===== src/rtl/rv_pkg.sv =====
// Shared RV32 definitions used by instruction fetch, the control unit and
// later decode stages.
//   ILEN          instruction width
//   OP_*          major opcodes the decoder distinguishes
//   NOP_INSTR     canonical addi x0, x0, 0
//   fetch_state_t fetch FSM states
package rv_pkg;

  localparam int unsigned ILEN = 32;

  localparam logic [6:0] OP_RTYPE  = 7'b0110011;
  localparam logic [6:0] OP_LOAD   = 7'b0000011;
  localparam logic [6:0] OP_STORE  = 7'b0100011;
  localparam logic [6:0] OP_BRANCH = 7'b1100011;

  localparam logic [ILEN-1:0] NOP_INSTR = 32'h0000_0013;

  typedef enum logic {S_REQ, S_WAIT} fetch_state_t;

endpackage


===== src/rtl/instr_fetch_unit_if.sv =====
// Instruction-memory channel: valid/ready request, single-cycle response pulse.
//   master : fetch unit (drives request, receives response)
//   slave  : instruction memory
interface instr_fetch_unit_if #(
  parameter int unsigned XLEN = 32
) ();

  logic                     imem_req_valid;
  logic                     imem_req_ready;
  logic [XLEN-1:0]          imem_addr;
  logic                     imem_rsp_valid;
  logic [rv_pkg::ILEN-1:0]  imem_rsp_data;

  modport master (
    output imem_req_valid,
    output imem_addr,
    input  imem_req_ready,
    input  imem_rsp_valid,
    input  imem_rsp_data
  );

  modport slave (
    input  imem_req_valid,
    input  imem_addr,
    output imem_req_ready,
    output imem_rsp_valid,
    output imem_rsp_data
  );

endinterface


===== src/rtl/instr_fetch_unit_slot.sv =====
// One-entry IF/ID register holding the fetched instruction and its PC.
//   load/load_instr/load_pc : write a fresh instruction
//   flush                   : discard contents (redirect), beats load
//   id_ready                : decoder consumes the slot
//   if_valid/if_instr/if_pc : registered slot contents
//   if_opcode               : opcode field of if_instr for the decoder
module if_id_slot
  import rv_pkg::*;
#(
  parameter int unsigned XLEN = 32
) (
  input  logic            clk,
  input  logic            rst_n,
  input  logic            load,
  input  logic [ILEN-1:0] load_instr,
  input  logic [XLEN-1:0] load_pc,
  input  logic            flush,
  input  logic            id_ready,
  output logic            if_valid,
  output logic [ILEN-1:0] if_instr,
  output logic [XLEN-1:0] if_pc,
  output logic [6:0]      if_opcode
);

  logic            valid_q, valid_d;
  logic [ILEN-1:0] instr_q, instr_d;
  logic [XLEN-1:0] pc_q, pc_d;

  always_comb begin
    valid_d = valid_q;
    instr_d = instr_q;
    pc_d    = pc_q;
    if (flush) begin
      valid_d = 1'b0;
    end else if (load) begin
      // A load in the same edge as a drain keeps the slot full.
      valid_d = 1'b1;
      instr_d = load_instr;
      pc_d    = load_pc;
    end else if (id_ready) begin
      valid_d = 1'b0;
    end
  end

  always_ff @(posedge clk) begin
    if (!rst_n) begin
      valid_q <= 1'b0;
      instr_q <= '0;
      pc_q    <= '0;
    end else begin
      valid_q <= valid_d;
      instr_q <= instr_d;
      pc_q    <= pc_d;
    end
  end

  assign if_valid  = valid_q;
  assign if_instr  = instr_q;
  assign if_pc     = pc_q;
  assign if_opcode = instr_q[6:0];

endmodule


===== src/rtl/instr_fetch_unit.sv =====
// Instruction fetch stage: owns the PC, issues one request at a time to
// instruction memory and parks the response in the IF/ID slot.
//   clk, rst_n               clock, synchronous active-low reset
//   imem                     instruction-memory channel (master side)
//   redirect_valid/_pc       taken-branch redirect; flushes slot, kills in-flight fetch
//   if_valid/instr/pc/opcode IF/ID slot towards the decoder
//   id_ready                 decoder consumes the slot
module instr_fetch_unit
  import rv_pkg::*;
#(
  parameter int unsigned     XLEN     = 32,
  parameter logic [XLEN-1:0] RESET_PC = '0
) (
  input  logic                      clk,
  input  logic                      rst_n,
  instr_fetch_unit_if.master        imem,
  input  logic                      redirect_valid,
  input  logic [XLEN-1:0]           redirect_pc,
  output logic                      if_valid,
  output logic [ILEN-1:0]           if_instr,
  output logic [XLEN-1:0]           if_pc,
  output logic [6:0]                if_opcode,
  input  logic                      id_ready
);

  fetch_state_t    state_q, state_d;
  logic [XLEN-1:0] pc_q, pc_d;
  logic [XLEN-1:0] redirect_target;
  logic            kill_q, kill_d;
  logic            slot_free;
  logic            slot_load;
  logic            req_valid;

  // Requests only go out when the slot will be empty by the time data lands.
  assign slot_free       = !if_valid || id_ready;
  assign redirect_target = redirect_pc & ~XLEN'(3);

  always_comb begin
    state_d   = state_q;
    pc_d      = pc_q;
    kill_d    = kill_q;
    slot_load = 1'b0;
    req_valid = 1'b0;
    case (state_q)
      S_REQ: begin
        req_valid = rst_n && slot_free && !redirect_valid;
        if (req_valid && imem.imem_req_ready) state_d = S_WAIT;
      end
      S_WAIT: begin
        if (imem.imem_rsp_valid) begin
          state_d = S_REQ;
          kill_d  = 1'b0;
          if (!kill_q && !redirect_valid) begin
            slot_load = 1'b1;
            pc_d      = pc_q + XLEN'(4);
          end
        end
      end
      default: state_d = S_REQ;
    endcase
    if (redirect_valid) begin
      pc_d = redirect_target;
      // Response still owed by memory: remember to discard it.
      if (state_q == S_WAIT && !imem.imem_rsp_valid) kill_d = 1'b1;
    end
  end

  always_ff @(posedge clk) begin
    if (!rst_n) begin
      state_q <= S_REQ;
      pc_q    <= RESET_PC;
      kill_q  <= 1'b0;
    end else begin
      state_q <= state_d;
      pc_q    <= pc_d;
      kill_q  <= kill_d;
    end
  end

  assign imem.imem_req_valid = req_valid;
  assign imem.imem_addr      = pc_q;

  if_id_slot #(
    .XLEN (XLEN)
  ) u_slot (
    .clk        (clk),
    .rst_n      (rst_n),
    .load       (slot_load),
    .load_instr (imem.imem_rsp_data),
    .load_pc    (pc_q),
    .flush      (redirect_valid),
    .id_ready   (id_ready),
    .if_valid   (if_valid),
    .if_instr   (if_instr),
    .if_pc      (if_pc),
    .if_opcode  (if_opcode)
  );

endmodule


===== src/flat_wrapper.sv =====
// flat-port wrapper written by rule: the top's interface ports become plain ports
module instr_fetch_unit_flat import rv_pkg::*;
#(
  parameter int unsigned     XLEN     = 32,
  parameter logic [XLEN-1:0] RESET_PC = '0
)
  (clk, rst_n, redirect_valid, redirect_pc, if_valid, if_instr, if_pc, if_opcode, id_ready, imem_imem_req_valid, imem_imem_addr, imem_imem_req_ready, imem_imem_rsp_valid, imem_imem_rsp_data);
  instr_fetch_unit_if #(.XLEN(XLEN)) imem_i ();
  input  logic clk;
  input  logic rst_n;
  input  logic redirect_valid;
  input  logic [XLEN-1:0] redirect_pc;
  output logic if_valid;
  output logic [ILEN-1:0] if_instr;
  output logic [XLEN-1:0] if_pc;
  output logic [6:0] if_opcode;
  input  logic id_ready;
  output wire logic [$bits(imem_i.imem_req_valid)-1:0] imem_imem_req_valid;
  output wire logic [$bits(imem_i.imem_addr)-1:0] imem_imem_addr;
  input wire logic [$bits(imem_i.imem_req_ready)-1:0] imem_imem_req_ready;
  input wire logic [$bits(imem_i.imem_rsp_valid)-1:0] imem_imem_rsp_valid;
  input wire logic [$bits(imem_i.imem_rsp_data)-1:0] imem_imem_rsp_data;
  assign imem_imem_req_valid = imem_i.imem_req_valid;
  assign imem_imem_addr = imem_i.imem_addr;
  assign imem_i.imem_req_ready = imem_imem_req_ready;
  assign imem_i.imem_rsp_valid = imem_imem_rsp_valid;
  assign imem_i.imem_rsp_data = imem_imem_rsp_data;
  instr_fetch_unit #(.XLEN(XLEN), .RESET_PC(RESET_PC)) u_core (.clk(clk), .rst_n(rst_n), .imem(imem_i), .redirect_valid(redirect_valid), .redirect_pc(redirect_pc), .if_valid(if_valid), .if_instr(if_instr), .if_pc(if_pc), .if_opcode(if_opcode), .id_ready(id_ready));
endmodule

===== config.mk =====
export PLATFORM = sky130hd
export DESIGN_NAME = instr_fetch_unit_flat
export DESIGN_NICKNAME = d
export VERILOG_FILES = /design/src/rtl/rv_pkg.sv /design/src/rtl/instr_fetch_unit_if.sv /design/src/rtl/instr_fetch_unit_slot.sv /design/src/rtl/instr_fetch_unit.sv /design/src/flat_wrapper.sv
export SDC_FILE = /design/constraint.sdc
export NUM_CORES = 1
export LEC_CHECK = 0
export ABC_AREA = 1
export CAP_MARGIN = 40
export CORE_ASPECT_RATIO = 0.75
export CORE_MARGIN = 2
export CORE_UTILIZATION = 40
export DETAILED_ROUTE_END_ITERATION = 8
export HOLD_SLACK_MARGIN = 0.08
export PLACE_DENSITY = 0.78
export SLEW_MARGIN = 20
export SYNTH_ARGS = -nofsm -noshare
export SYNTH_HDL_FRONTEND = slang
export SYNTH_SLANG_ARGS = --single-unit

===== constraint.sdc =====
create_clock -name clk -period 1.35 [get_ports clk]
set_input_delay 0.27 -clock clk [delete_from_list [all_inputs] [get_ports clk]]
set_output_delay 0.27 -clock clk [all_outputs]
set_load 0.01 [all_outputs]

# [Yosys cells after proc, flatten, opt, wreduce, memory -nomap -nowiden]
# Index checks and enable logic that the tools add are counted.
[op_classes] n_addsub=1 muxes=17 n_bitwise=3 n_reduce_logical=18
[ops] op="$mux 32" count=4
[ops] op="$add 32x3->32 const B" count=1
[ops] op="$mux 1" count=12
[ops] op="$reduce_bool 2->1" count=4
[ops] op="$reduce_and 3->1" count=2
[ops] op="$logic_and 1x1->1" count=5
[ops] op="$logic_not 1->1" count=4
[ops] op="$not 1->1" count=3
[ops] op="$pmux 1 s2" count=1
[ops] op="$reduce_and 2->1" count=1
[ops] op="$reduce_or 2->1" count=1
[ops] op="$logic_or 1x1->1" count=1
[word_totals] reg_bits=99 input_bits=70 word_cells=46

# [Logic depth before layout (Yosys ltp)]
# Gate-level depths: netlist of the first run.
[logic_depth] word_depth=7 depth_mapped=10 depth_no_buf=10

# [By module]
# A second synthesis of the first run with hierarchy kept.
[hier_totals] hier_cells=791 hier_area_um2=5086.1
[modules_own_cells] module="if_id_slot" instances=1 cells_per_inst=426 area_per_inst_um2=2877.8 seq_area_each_um2=1301.2
[modules_own_cells] module="instr_fetch_unit" instances=1 cells_per_inst=365 area_per_inst_um2=2208.4 seq_area_each_um2=640.6

# [Least setup slack after synthesis of the first run]
# OpenSTA, ideal clock, no wires.
[synth_timing] kind="reg-to-reg" startpoint="register u_core.pc_q[2], in the netlist u_core.imem.imem_addr[2]" endpoint="register u_core.pc_q[22], in the netlist u_core.imem.imem_addr[22]" setup_ns=0.128 arrival_time_ns=1.362 path_slack_ns=-0.139 stages_incl_launch_ff=9 n_path_buf=0 synth_period_minus_slack_ns=1.489 path_cell_list="dfxtp_1 ha_1 nand2_1 nor2_2 nand2_1 nor2_1 nand3_1 xor2_1 a21oi_1"
[synth_between] elab_chain_cells=5
[synth_rtl] element="from (decl)" line="instr_fetch_unit.sv:27" rtl="logic [XLEN-1:0] pc_q, pc_d;"
[synth_rtl] element="from (signal assigned)" line="instr_fetch_unit.sv:75" rtl="pc_q <= pc_d;"
[synth_rtl] element="$add 32x3->32" line="instr_fetch_unit.sv:55" rtl="pc_d = pc_q + XLEN'(4);"
[synth_rtl] element="$mux 32" line="instr_fetch_unit.sv:53" rtl="if (!kill_q && !redirect_valid) begin"
[synth_rtl] element="$mux 32" line="instr_fetch_unit.sv:50" rtl="if (imem.imem_rsp_valid) begin"
[synth_rtl] element="$mux 32" line="instr_fetch_unit.sv:44" rtl="case (state_q)"
[synth_rtl] element="$mux 32" line="instr_fetch_unit.sv:61" rtl="if (redirect_valid) begin"
# Every way passes these cells. The select of a mux whose other input is x is not followed.
# A chain may end at the register's enable or synchronous reset.

# [Final worst setup path of the first run]
[layout_timing] startpoint="register u_core.pc_q[2], in the netlist u_core.imem.imem_addr[2]" endpoint="register u_core.pc_q[29], in the netlist u_core.imem.imem_addr[29]"
# Same word-level chain as after synthesis.

==> summary.txt, run 1 <==
CTS
  – Clk_lat worst skew: 0.35 ns
  – CTS buffer count: 9
  – CTS H-Tree Depth: 3
  – CTS root buf: clkbuf_16
  – Hold buffer count at cts: 0
  – CTS tree: done
  – Reg clk slew, reported paths: 0.07 ns
  – Clk sinks: 95
  – CTS max path bufs: 2

Placement
  – Place WS: -0.658 ns
  – Placed cell area: 6860 sq um
  – RD Place Congestion: 0.961
  – PortBufs: 168
  – Post-DP HPWL: 11900 um
  – Placed Instances: 1015

Setup path
  – WS Path Type: register to register
  – Crit-path slowest cell: dfxtp_4
  – Top cell by count, worst path: nor2_4
  – Critical Path RT: 1.65 ns
  – Slowest stage delay, CP: 0.37 ns
  – Startpoint types: register
  – CP Capture Type: register
  – Crit path DAT: 1.80 ns
  – Critical-path cell list: inv_2, nor2_4, nand2_2, nor2_4, nand4_1, nand3_2, nand2_1, inv_1
  – CP max FO: 7

Global routing
  – Busiest grt layer: met2
  – Grt met1 use: 0.354
  – Global-route wire length before repair: 25900 um
  – Initial antenna violation count: 0
  – GRT met2 Usage: 0.470
  – Largest net degree at the start of global routing: 73
  – Met3 Usage GRT: 0.0567
  – GR Util All Layers: 0.273
  – Gr ovfl total: 0
  – Vias in the first global route: 5130

Timing
  – Peak Freq: 665 MHz
  – Fin worst setup slack: -0.154 ns
  – Unrepaired setup endpoints after global routing: yes
  – Final worst path period share: 1.11
  – Hold slack final: 0.366 ns
  – Normalized max-slew margin: 0.521
  – Hold Fails Final Rpt: 0
  – Clk_skew: 0.00874 ns
  – Worst Max-Slew Pin Slew: 0.718 ns
  – Setup violations, final: 27
  – Slew Limit Fails: 0
  – Post-route minimum period: 1.50 ns
  – Setup TNS: -1.98 ns

Logic synthesis
  – Syn. warnings: 0
  – Syn avg cell area: 6.76 sq um
  – Post-synthesis sequential area ratio: 0.431
  – Synth unique cells: 33
  – Synth Register Bits: 95
  – Synth Instances: 653
  – Mapped Area: 4420 sq um

Final layout
  – Core Util, Final: 0.707
  – Post-route cell area: 7680 sq um
  – Nets: 978
  – Diodes inserted: 0
  – FILL cells: 916
  – P&R area growth vs syn: 73.8%
  – Final cell count without fillers: 1051
  – Layout cells sized above 1: 0.297

Routing
  – Routed len/inst: 16.2 um
  – DRC errors left: 0
  – WL final: 17000 um
  – DR vias: 5377
  – Via density: 5.12
  – Initial DRC count: 401
  – Drt first pass iters: 5
  – Routed Antenna Nets: 0

Power and ir drop
  – Sequential Power Share: 0.452
  – Power density over the cells: 868 nW/um^2
  – Switching power: 1.80 mW
  – Leak Pwr: 3.49 nW
  – Internal Power: 4.86 mW
  – Peak supply drop: 0.611 mV
  – Total power: 6.66 mW
  – Clock power share: 0.378
  – Combinational share of power: 0.170
  – Switching share of power: 0.271

Min path
  – Hold crit path type: input pin to register

Die
  – IO Pins: 175
  – Die ar.: 11900 sq um
  – Row cnt: 33
  – Die W: 125 um
  – Die Span Y: 95.0 um
  – Initial core utilization: 0.407
  – Core box area: 10900 sq um

Status
  – Failing checks: negative setup slack
  – Run status: complete, but fails checks

Run
  – Max-Cap Viols: 0
-- flip-flops by register name, summed over array words and instances, names as in the netlist, named ones only --
| register | count |
|---|---|
| u_core.state_q | 1 |
| u_core.u_slot.if_pc | 30 |
| u_core.u_slot.if_valid | 1 |
| u_core.imem.imem_addr | 30 |
| u_core.u_slot.if_instr | 32 |
-- cells in the mapped netlist --
| cell | count | share of area |
|---|---|---|
| nand3b_1 | 1 | 0.0017 |
| inv_1 | 40 | 0.034 |
| nor3_1 | 12 | 0.014 |
| ha_1 | 1 | 0.0028 |
| dfxtp_1 | 95 | 0.43 |
| nand2_4 | 1 | 0.0026 |
| inv_2 | 2 | 0.0017 |
| a31oi_1 | 6 | 0.0085 |
| buf_2 | 9 | 0.010 |
| o211ai_1 | 5 | 0.0085 |
| buf_6 | 1 | 0.0026 |
| a211oi_1 | 2 | 0.0034 |
| nor2_1 | 162 | 0.14 |
| nor2_4 | 3 | 0.0077 |
| nand2_1 | 125 | 0.11 |
| a221oi_1 | 1 | 0.0020 |
| buf_4 | 16 | 0.027 |
| nor2_2 | 5 | 0.0071 |
| nand4_1 | 5 | 0.0071 |
| o21ai_0 | 66 | 0.075 |
| a21oi_1 | 26 | 0.029 |
| clkbuf_1 | 15 | 0.013 |
| buf_1 | 3 | 0.0026 |
| conb_1 | 1 | 0.00085 |
| or3_1 | 1 | 0.0014 |
| a21boi_0 | 1 | 0.0017 |
| o21ai_1 | 1 | 0.0011 |
| nand3_1 | 41 | 0.046 |
| a22oi_1 | 1 | 0.0017 |
| xor2_1 | 2 | 0.0040 |
| nor2_8 | 1 | 0.0045 |
| nand2_2 | 1 | 0.0014 |
| a22o_1 | 1 | 0.0020 |
-- worst max-delay path, delay by kind of cell, from the launching register on --
family | cells | cell delay (ns)
and+or+nand+nor | 6 | 0.96
DFF | 1 | 0.37
buffers and inverters | 2 | 0.12
-- layer usage --
metal | wire, um | vias to the layer above
met5 | 0 | -
met4 | 232 | 0
met3 | 1190 | 24
met2 | 8160 | 217
met1 | 7400 | 2528
li1 | - | 2608
-- cells in the final DEF, fill, tap and decap left out, drive strengths merged, types with 3 or more instances in the layout --
master         Yosys  final
clkinv             0      3
a31oi              6      6
a21oi             26     26
clkbuf            15     17
conb               1      4
clkdlybuf4s50      0     63
dfxtp             95     95
nand4              5      5
clkdlybuf4s15      0      3
buf               29    129
inv               42     42
nor2             171    171
dlygate4sd2        0     81
o21ai             67     67
o211ai             5      5
nand2            127    127
nand3             41     41
nor3              12     12
-- cell type report --
cell class / count / area (sq um) / share of cell area
clock inverter: 5 / 38.8 / 0.00505
clock buffer: 10 / 250 / 0.0326
sequential: 95 / 1970 / 0.256
multi-input combinational: 475 / 2480 / 0.323
inverter: 42 / 174 / 0.0227
tap: 140 / 175 / 0.0228
timing repair buffer: 284 / 2590 / 0.337
-- power by group through the flow --
| stage | logic [mW] | clock network, mW | registers, mW |
|---|---|---|---|
| 2_1_floorplan | 0.357 | 0 | 3.10 |
| 3_5_place_dp | 1.06 | 0 | 3.07 |
| 5_1_grt | 1.22 | 2.67 | 3.02 |
| 6_report | 1.13 | 2.52 | 3.01 |
| 4_1_cts | 1.08 | 2.53 | 3.01 |
| 3_3_place_gp | 1.04 | 0 | 3.07 |
-- worst paths after layout --
| path | from | endpoint | slack (ns) | depth (start not counted) |
|---|---|---|---|---|
| max | u_core.imem.imem_addr[2]$_SDFFE_PN0P_ | u_core.imem.imem_addr[29]$_SDFFE_PN0P_ | -0.15 | 8 |
| min | rst_n | u_core.state_q$_SDFF_PN0_ | 0.37 | 5 |
| max reg2reg | u_core.imem.imem_addr[2]$_SDFFE_PN0P_ | u_core.imem.imem_addr[29]$_SDFFE_PN0P_ | -0.15 | 8 |
| min reg2reg | u_core.u_slot.if_pc[12]$_SDFFE_PN0P_ | u_core.u_slot.if_pc[12]$_SDFFE_PN0P_ | 0.48 | 2 |
-- timing repair --
item	in CTS	in global routing
setup buffers	10	11
gates cloned	2	1
pin swaps	30	25
setup endpoints to repair	177	105
resized for setup	276	71
-- kinds of logic after synthesis --
group,Yosys count,synth area share
compound gates,110,0.133
xor+xnor,2,0.00397
fa+ha+maj,1,0.00283
buf+inv,86,0.0910
flops,95,0.431
other cells,1,0.000849
simple gates,358,0.337
(Power assumes the default switching activity.)
==> inputs of run 2 (changes only) <==
TNS_END_PERCENT = 1   (was unset)
==> run 2 against run 1 <==
The flow still finishes with violations (negative setup slack); total power is 3.7% higher; die area stayed put; combinational power is 9.7% lower; global-route usage is 1.5 points lower; critical endpoint is now u_core.imem.imem_addr[19]$_SDFFE_PN0P_; largest cell class unchanged; largest power group unchanged.
==> summary.txt, run 2 (same netlist as run 1, synthesis figures left out) <==
Placement
  – Place WS: -0.601 ns (was -0.658 ns)
  – PortBufs: 168 (unchanged)
  – Post-DP HPWL: 11600 um (was 11900 um)
  – Placed cell area: 6860 sq um (about the same)
  – RD Place Congestion: 0.927 (was 0.961)
  – Placed Instances: 1010 (was 1015)

Setup path
  – Critical-path cell list: nand2_2, nor2_4, nand2_2, nor2_4, nand2_2, o21ai_1, a21oi_2 (was inv_2, nor2_4, nand2_2, nor2_4, nand4_1, nand3_2, nand2_1, inv_1)
  – CP Capture Type: register (unchanged)
  – Startpoint types: register (unchanged)
  – Critical Path RT: 1.58 ns (was 1.65 ns)
  – Top cell by count, worst path: nand2_2 (was nor2_4)
  – CP delay by family, top: simple AND/OR/NAND/NOR gates (unchanged)
  – WS Path Type: register to register (unchanged)
  – WP buf/inv: 0 (was 2)
  – Crit path DAT: 1.72 ns (was 1.80 ns)
  – Crit-path slowest cell: dfxtp_4 (unchanged)
  – Slowest stage delay, CP: 0.37 ns (about the same)
  – CP max FO: 6 (was 7)

Timing
  – Slew Limit Fails: 0 (unchanged)
  – Clk_skew: 0.0101 ns (was 0.00874 ns)
  – Hold slack final: 0.389 ns (was 0.366 ns)
  – Normalized max-slew margin: 0.562 (was 0.521)
  – Setup violations, final: 25 (was 27)
  – Setup TNS: -1.53 ns (was -1.98 ns)
  – Unrepaired setup endpoints after global routing: yes (unchanged)
  – Final worst path period share: 1.10 (was 1.11)
  – Worst Max-Slew Pin Slew: 0.658 ns (was 0.718 ns)
  – Post-route minimum period: 1.49 ns (was 1.50 ns)
  – Fin worst setup slack: -0.140 ns (was -0.154 ns)
  – Peak Freq: 671 MHz (was 665 MHz)
  – Hold Fails Final Rpt: 0 (unchanged)

Die
  – Die Span Y: 95.0 um (unchanged)
  – Die W: 125 um (unchanged)
  – Initial core utilization: 0.407 (unchanged)
  – Row cnt: 33 (unchanged)
  – Core box area: 10900 sq um (unchanged)
  – IO Pins: 175 (unchanged)
  – Die ar.: 11900 sq um (unchanged)

Final layout
  – Final cell count without fillers: 1030 (was 1051)
  – Seq. cell area: 1970 sq um (about the same)
  – Commonest non-fill, non-tap cells in the layout: 149 x nor2_1, 115 x nand2_1, 84 x buf_4 (was 142 x nor2_1, 104 x nand2_1, 91 x buf_4)
  – Max FFs per register: 32 (unchanged)
  – Post-route cell area: 7270 sq um (was 7680 sq um)
  – Commonest non-fill, non-tap cell in the layout: nor2_1 (unchanged)
  – Area occupied by multi-input gates: 2280 sq um (was 2480 sq um)
  – Nets: 956 (was 978)
  – Layout cells sized above 1: 0.234 (was 0.297)
  – FILL cells: 980 (was 916)
  – Core Util, Final: 0.669 (was 0.707)
  – P&R area growth vs syn: 64.6% (was 73.8%)

Routing
  – Routed len/inst: 15.2 um (was 16.2 um)
  – DR vias: 5166 (was 5377)
  – WL final: 15600 um (was 17000 um)
  – Via density: 5.02 (was 5.12)
  – Drt first pass iters: 5 (unchanged)
  – Initial DRC count: 291 (was 401)
  – Routed Antenna Nets: 0 (unchanged)
  – DRC errors left: 0 (unchanged)

Run
  – Max-Cap Viols: 0 (unchanged)

Power and ir drop
  – Leak Pwr: 3.30 nW (was 3.49 nW)
  – Total power: 6.91 mW (was 6.66 mW)
  – Power density over the cells: 950 nW/um^2 (was 868 nW/um^2)
  – Peak supply drop: 0.672 mV (was 0.611 mV)

Global routing
  – GR Util All Layers: 0.258 (was 0.273)
  – Largest net degree at the start of global routing: 73 (unchanged)
  – Gr ovfl total: 0 (unchanged)
  – Initial antenna violation count: 0 (unchanged)
  – Vias in the first global route: 4860 (was 5130)
  – Global-route wire length before repair: 24400 um (was 25900 um)

CTS
  – CTS tree: done (unchanged)
  – CTS root buf: clkbuf_16 (unchanged)
  – Hold buffer count at cts: 0 (unchanged)
  – Clk_lat worst skew: 0.35 ns (about the same)
  – Clk sinks: 95 (unchanged)
  – CTS buffer count: 9 (unchanged)
  – Reg clk slew, reported paths: 0.07 ns (about the same)
  – CTS H-Tree Depth: 3 (unchanged)
  – CTS max path bufs: 2 (unchanged)

Status
  – Run status: complete, but fails checks (unchanged)
  – Failing checks: negative setup slack (unchanged)

Min path
  – Hold crit path type: input pin to register (unchanged)
==> run 2: final timing paths <==
path                                                start                                 endpoint  slack, ns  depth (start not counted)
hold / removal                        imem_imem_rsp_valid                u_core.state_q$_SDFF_PN0_       0.39                          4
setup / recovery    u_core.imem.imem_addr[3]$_SDFFE_PN0P_   u_core.imem.imem_addr[19]$_SDFFE_PN0P_      -0.14                          7
hold reg to reg   u_core.u_slot.if_instr[21]$_SDFFE_PN0P_  u_core.u_slot.if_instr[21]$_SDFFE_PN0P_       0.48                          2
setup reg to reg    u_core.imem.imem_addr[3]$_SDFFE_PN0P_   u_core.imem.imem_addr[19]$_SDFFE_PN0P_      -0.14                          7
==> run 2: final cells by class <==
cell class,instances,share of cell area
timing repair buffer,262,0.321
clock buffer,10,0.0344
sequential,95,0.271
tap,140,0.0241
inverter,42,0.0224
antenna,1,0.000344
clock inverter,5,0.0120
multi-input combinational,475,0.314
==> run 2: worst register-to-register path: stages (launching register included) <==
cell and delay, ns:
dfxtp_4 0.37, nand2_2 0.06, nor2_4 0.24, nand2_2 0.12, nor2_4 0.20, nand2_2 0.09, o21ai_1 0.21, a21oi_2 0.09
==> run 2: report_power, final <==
part	total [mW]	internal [mW]	switching [mW]
registers	3.01	2.90	0.110
logic	1.02	0.538	0.483
clock network	2.87	1.74	1.13
total	6.91	5.18	1.72
==> run 2: layer usage <==
layer | vias to the layer above | routed length [um] | track usage
met5 | - | 0 | 0
met4 | 0 | 243 | 0.0787
met3 | 26 | 1150 | 0.0623
met2 | 219 | 7160 | 0.424
met1 | 2363 | 7050 | 0.339
li1 | 2558 | - | -
==> run 2: what timing repair did <==
item,4_1_cts,5_1_grt
buffers inserted,1,3
endpoints found under the setup margin,184,94
resized for setup,182,49
pin swaps,10,10
endpoints found under the hold margin,0,0
